**src/rtl/baser_257b_pkg.sv**
```systemverilog
// Shared constants, scheduler state encoding and idle-block builder for the
// 257b lane scheduler.
package baser_257b_pkg;

    localparam int TC_WIDTH = 257;

    typedef enum logic [1:0] {
        ST_DISABLED = 2'd0,
        ST_ARB      = 2'd1,
        ST_BURST    = 2'd2
    } sched_state_t;

    // Index width for a given requester count, never narrower than one bit.
    function automatic int grant_width(input int n_req);
        return (n_req > 1) ? $clog2(n_req) : 1;
    endfunction

    // Control-header idle block: header 0, 4-bit type 0, fill byte repeated
    // upward from bit 5 and cut at the top of the block.
    function automatic logic [TC_WIDTH-1:0] idle_257b(input logic [7:0] fill);
        logic [255:0] rep;
        rep = {32{fill}};
        return {rep[TC_WIDTH-6:0], 5'b00000};
    endfunction

endpackage

```
**src/rtl/baser_rr_picker.sv**
```systemverilog
// Combinational round-robin picker: first valid requester at or after ptr,
// wrapping modulo N_REQ.
module baser_rr_picker
    import baser_257b_pkg::*;
#(
    parameter int N_REQ   = 4,
    parameter int GRANT_W = grant_width(N_REQ)
) (
    input  logic [N_REQ-1:0]   valid,
    input  logic [GRANT_W-1:0] ptr,
    output logic [N_REQ-1:0]   grant_oh,
    output logic [GRANT_W-1:0] grant_idx,
    output logic               any_valid
);

    logic [GRANT_W-1:0] cand_idx;

    // Scan farthest-first so the candidate closest to ptr is the last to win.
    always_comb begin
        grant_idx = '0;
        any_valid = 1'b0;
        cand_idx  = '0;
        for (int j = N_REQ - 1; j >= 0; j--) begin
            cand_idx = GRANT_W'((int'(ptr) + j) % N_REQ);
            if (valid[cand_idx]) begin
                grant_idx = cand_idx;
                any_valid = 1'b1;
            end
        end
    end

    generate
        for (genvar gi = 0; gi < N_REQ; gi++) begin : g_onehot
            assign grant_oh[gi] = any_valid && (grant_idx == GRANT_W'(gi));
        end
    endgenerate

endmodule

```
**src/rtl/baser_257b_lane_scheduler.sv**
```systemverilog
// Round-robin burst scheduler sharing one registered 257b lane between N_REQ
// block sources, filling empty slots with an idle block.
module baser_257b_lane_scheduler #(
    parameter int         N_REQ     = 4,
    parameter int         TC_WIDTH  = baser_257b_pkg::TC_WIDTH,
    parameter logic [7:0] IDLE_FILL = 8'h55
) (
    input  logic                      clk,
    input  logic                      i_rst,
    input  logic                      i_enable,
    input  logic [7:0]                i_burst_len,
    input  logic [N_REQ-1:0]          i_req_valid,
    input  logic [N_REQ*TC_WIDTH-1:0] i_req_data,
    output logic [N_REQ-1:0]          o_req_ready,
    output logic [TC_WIDTH-1:0]       o_tx_coded,
    output logic                      o_tx_valid,
    input  logic                      i_tx_ready,
    output logic [2:0]                o_grant_idx,
    output logic [31:0]               o_blk_count,
    output logic [31:0]               o_idle_count
);
    import baser_257b_pkg::*;

    localparam int GRANT_W = grant_width(N_REQ);
    localparam logic [TC_WIDTH-1:0] IDLE_BLK = TC_WIDTH'(idle_257b(IDLE_FILL));

    logic [TC_WIDTH-1:0] req_blk [N_REQ];

    generate
        for (genvar gi = 0; gi < N_REQ; gi++) begin : g_unpack
            assign req_blk[gi] = i_req_data[gi*TC_WIDTH +: TC_WIDTH];
        end
    endgenerate

    sched_state_t        state_reg;
    logic [GRANT_W-1:0]  rr_ptr_reg;
    logic [GRANT_W-1:0]  grant_reg;
    logic [7:0]          burst_cnt_reg;
    logic [7:0]          burst_len_reg;
    logic [TC_WIDTH-1:0] tx_coded_reg;
    logic                tx_valid_reg;
    logic [31:0]         blk_count_reg;
    logic [31:0]         idle_count_reg;

    logic [N_REQ-1:0]    pick_oh;
    logic [GRANT_W-1:0]  pick_idx;
    logic                pick_any;
    logic                slot_free;
    logic                grantee_valid;
    logic [7:0]          eff_len;

    baser_rr_picker #(
        .N_REQ   (N_REQ),
        .GRANT_W (GRANT_W)
    ) u_picker (
        .valid     (i_req_valid),
        .ptr       (rr_ptr_reg),
        .grant_oh  (pick_oh),
        .grant_idx (pick_idx),
        .any_valid (pick_any)
    );

    function automatic logic [GRANT_W-1:0] wrap_inc(input logic [GRANT_W-1:0] idx);
        return (int'(idx) == N_REQ - 1) ? '0 : idx + GRANT_W'(1);
    endfunction

    assign slot_free     = !tx_valid_reg || i_tx_ready;
    assign grantee_valid = i_req_valid[grant_reg];
    assign eff_len       = (i_burst_len == 8'd0) ? 8'd1 : i_burst_len;

    // Ready mirrors exactly the load decisions made in the sequential block.
    always_comb begin
        o_req_ready = '0;
        if (i_enable && slot_free) begin
            case (state_reg)
                ST_ARB:   o_req_ready = pick_oh;
                ST_BURST: o_req_ready[grant_reg] = grantee_valid;
                default:  o_req_ready = '0;
            endcase
        end
    end

    always_ff @(posedge clk or posedge i_rst) begin
        if (i_rst) begin
            state_reg      <= ST_DISABLED;
            rr_ptr_reg     <= '0;
            grant_reg      <= '0;
            burst_cnt_reg  <= '0;
            burst_len_reg  <= '0;
            tx_coded_reg   <= '0;
            tx_valid_reg   <= 1'b0;
            blk_count_reg  <= '0;
            idle_count_reg <= '0;
        end else begin
            if (tx_valid_reg && i_tx_ready) begin
                tx_valid_reg <= 1'b0;
            end
            case (state_reg)
                ST_DISABLED: begin
                    if (i_enable) begin
                        state_reg <= ST_ARB;
                    end
                end
                ST_ARB: begin
                    if (!i_enable) begin
                        state_reg <= ST_DISABLED;
                    end else if (slot_free) begin
                        tx_valid_reg <= 1'b1;
                        if (pick_any) begin
                            tx_coded_reg  <= req_blk[pick_idx];
                            grant_reg     <= pick_idx;
                            burst_cnt_reg <= 8'd1;
                            burst_len_reg <= eff_len;
                            blk_count_reg <= blk_count_reg + 32'd1;
                            if (eff_len > 8'd1) begin
                                state_reg <= ST_BURST;
                            end else begin
                                rr_ptr_reg <= wrap_inc(pick_idx);
                            end
                        end else begin
                            tx_coded_reg   <= IDLE_BLK;
                            idle_count_reg <= idle_count_reg + 32'd1;
                        end
                    end
                end
                ST_BURST: begin
                    if (!i_enable) begin
                        state_reg <= ST_DISABLED;
                    end else if (slot_free) begin
                        tx_valid_reg <= 1'b1;
                        if (grantee_valid) begin
                            tx_coded_reg  <= req_blk[grant_reg];
                            burst_cnt_reg <= burst_cnt_reg + 8'd1;
                            blk_count_reg <= blk_count_reg + 32'd1;
                            if (burst_cnt_reg + 8'd1 >= burst_len_reg) begin
                                state_reg  <= ST_ARB;
                                rr_ptr_reg <= wrap_inc(grant_reg);
                            end
                        end else begin
                            // Grantee ran dry: keep the lane fed and hand over.
                            tx_coded_reg   <= IDLE_BLK;
                            idle_count_reg <= idle_count_reg + 32'd1;
                            state_reg      <= ST_ARB;
                            rr_ptr_reg     <= wrap_inc(grant_reg);
                        end
                    end
                end
                default: state_reg <= ST_DISABLED;
            endcase
        end
    end

    assign o_tx_coded   = tx_coded_reg;
    assign o_tx_valid   = tx_valid_reg;
    assign o_grant_idx  = 3'(grant_reg);
    assign o_blk_count  = blk_count_reg;
    assign o_idle_count = idle_count_reg;

endmodule
```
**config.mk**
```make
export PLATFORM = sky130hd
export DESIGN_NAME = baser_257b_lane_scheduler
export DESIGN_NICKNAME = d
export VERILOG_FILES = /design/src/rtl/baser_257b_pkg.sv /design/src/rtl/baser_rr_picker.sv /design/src/rtl/baser_257b_lane_scheduler.sv
export SDC_FILE = /design/constraint.sdc
export NUM_CORES = 2
export LEC_CHECK = 0
export CAP_MARGIN = 0
export CORE_AREA = 2 2 535 537
export DETAILED_ROUTE_END_ITERATION = 10
export DIE_AREA = 0 0 537 539
export DONT_BUFFER_PORTS = 1
export GPL_TIMING_DRIVEN = 0
export SLEW_MARGIN = 20
export SYNTH_ARGS = -nofsm -noshare
export SYNTH_HDL_FRONTEND = slang
export SYNTH_SLANG_ARGS = --single-unit
export TNS_END_PERCENT = 50
```
**constraint.sdc**
```tcl
create_clock -name clk -period 10.2 [get_ports clk]
set_clock_uncertainty 0.2 [all_clocks]
set_input_delay 1.02 -clock clk [delete_from_list [all_inputs] [get_ports clk]]
set_output_delay 1.02 -clock clk [all_outputs]
set_load 0.1 [all_outputs]
```
==> flow_summary.ini <==
[timing]
layout_min_cycle_time_ns = 6.419
slew_headroom_pct = 15.79
rsz0062_at_grt = false
hold_slack_ns = 0.2319
drv_slew = 0
hold_violations = 0
tightest_slew_ns = 1.263
tns_ns = 0
max_freq_mhz = 155.8
setup_viol = 0
fin_crit_sh_pct = 62.93

[synthesis]
synth_simple_gate_area_share_pct = 6.121
ys.flop_type = dfrtp_1
yosys-mux-area-fraction_pct = 38.91
avgSynthCellArea_um2 = 11.34
yosys.area_share.xor_xnor_pct = 2.110
syn_nets = 3587
seq_area_frac_synth_pct = 30.12
ys_ff_latch = 344
synth_warnings = 0
synth_top_family_by_area = multiplexers
synth_area_um2 = 28580
synth-edff-count = 0
netlist_top_cells_area = dfrtp_1, mux4_2, mux2i_1
yosysTopAreaCell = dfrtp_1
yosysTopAreaCellShare_pct = 30.12
synth_cell_types = 58
synthCells = 2520
synth-async-reset-ratio_pct = 100.0
yosys.area_share.adder_pct = 1.007
synth-compound-area-share_pct = 17.18

[finish]
area_delta_synth_final_pct = 27.68
multi_input_area_um2 = 18720
seqCellArea_um2 = 8725
fillerInstances = 32210
largest_register_ffs = 257
finalNetCount = 3676
mostFrequentLayoutCells = mux2i_1, o21ai_0, mux4_2
layout-drive-gt1-share_pct = 24.31
mostFrequentLayoutCell = mux2i_1

[placement]
gp_congestion = 1.054
io_buffers = 0
place_hpwl_um = 246600

[power_and_ir_drop]
cellLeakagePower_nw = 12.62
powerDensity_nw_per_um2 = 460.5
vdd_drop_max_mv = 0.2423

[setup_path]
reg2reg_slack_ns = 4.79
worstSetupStartpointType = register
cp.arrival_ns = 5.20
path_max_fanout = 10
required_ns = 8.98
critPathCaptureType = primary output
crit_type = reg -> out

[clock_network]
clk_pin_slew_worst_paths_ns = 0.07
post_cts_buffers = 0
cts_hold_buf = 1
clock-sinks = 344
clk_latency_ns = 0.74
cts_tree = built
ctsRootBufferMaster = clkbuf_16
cts_made_buffers = 52
ctsLongestPathBuffers = 3
cts.htree.levels = 2
cts_resized = 0

[grt]
antenna_found_initial = 230
first_global_vias = 27890
gr-usage-all-layers_pct = 18.61
grt_first_pass_wirelength_um = 344100
grt_max_degree = 31
grt.overflow.total = 0

[floorplan]
die_area_um2 = 289400
initial_core_util_pct = 10.06
fp.dieW_um = 537
die_h_um = 539
pin_count = 1373
rows = 196
core_um2 = 284000

[routing]
totalWireLength_um = 282800
vias = 28710
viasPerCell = 4.315
routedWlPerCell_um = 42.51
first_iter_violations = 2928
drt_pass1_iterations = 8
postRouteAntennaNets = 0
drc = 0

[job]
drv_cap = 0

[worst_hold_path]
hp-class = in -> reg

[run_status]
status = finished clean
synth_stat cells, types with 23 or more instances:
library cell and count:
a21o_1 131, a221oi_1 122, buf_2 125, clkbuf_1 117, dfrtp_1 344, ha_1 23, inv_1 28, mux2i_1 517
mux4_2 257, nand2_1 38, nand3_1 26, nand4_1 23, nor2_1 40, o21ai_0 265, o221ai_1 132, or3_1 128
xnor2_1 35, xor2_1 32
through the flow:
stage	instance area (um2)	util [%]	instances	worst slack, ns	total power [mW]
2_1_floorplan	28580	-	2520	4.378	10.92
3_3_place_gp	33290	11.72	6282	0.7544	14.52
3_5_place_dp	34070	12.00	6316	4.492	14.82
4_1_cts	35880	12.64	6415	3.631	16.92
5_1_grt	36150	12.73	6519	3.557	17.49
6_report	36490	12.85	6654	3.781	16.80
critical path: stages (launching register included):
cell and delay [ns]:
dfrtp_1 1.02, buf_2 0.82, nand2_1 0.25, o22ai_1 0.78
clkbuf_2 0.34, clkbuf_2 0.42, a22oi_1 0.22, nor2_4 0.59
per-layer routing:
metal	GRT usage (%)	wire [um]
met5	0.03331	736
met4	11.03	18570
met3	13.29	47640
met2	27.69	120000
met1	18.81	95890
final cells by class:
class | count | area share, %
Clock inverter | 24 | 0.9429
Timing Repair Buffer | 35 | 1.687
Tap cell | 3762 | 12.90
Clock buffer | 74 | 4.012
Antenna cell | 239 | 1.639
Inverter | 28 | 0.2983
Multi-Input combinational cell | 1881 | 51.30
Sequential cell | 344 | 23.91
Buffer | 267 | 3.309
path summary, 6_finish.rpt:
kind / start / end / cells past startpoint
max: grant_reg[0] / o_req_ready[2] / 7
min: i_burst_len[3] / burst_len_reg[3] / 1
max reg2reg: o_tx_valid / o_tx_coded[106] / 9
min reg2reg: burst_len_reg[5] / burst_len_reg[5] / 1
max in group asynchronous: i_rst / o_tx_coded[93] / 10
min in group asynchronous: i_rst / o_tx_coded[136] / 2
where the power goes:
group          internal, mW  total (mW)  switching [mW]
combinational          2.89        7.58            4.69
sequential             1.94        7.20            5.26
clock                  1.14        2.02           0.879
cells by family (layout without fill, tap and decap cells):
kind of cell	after synthesis	after routing
multiplexers	788	788
AO/OA/AOI/OAI	691	691
flip-flops	344	344
AND/OR/NAND/NOR	310	310
buffers and inverters	295	428
XOR/XNOR	68	68
adder cells (fa/ha/maj)	23	23
other	1	240
Note: power is estimated with default switching activity, not from simulation.
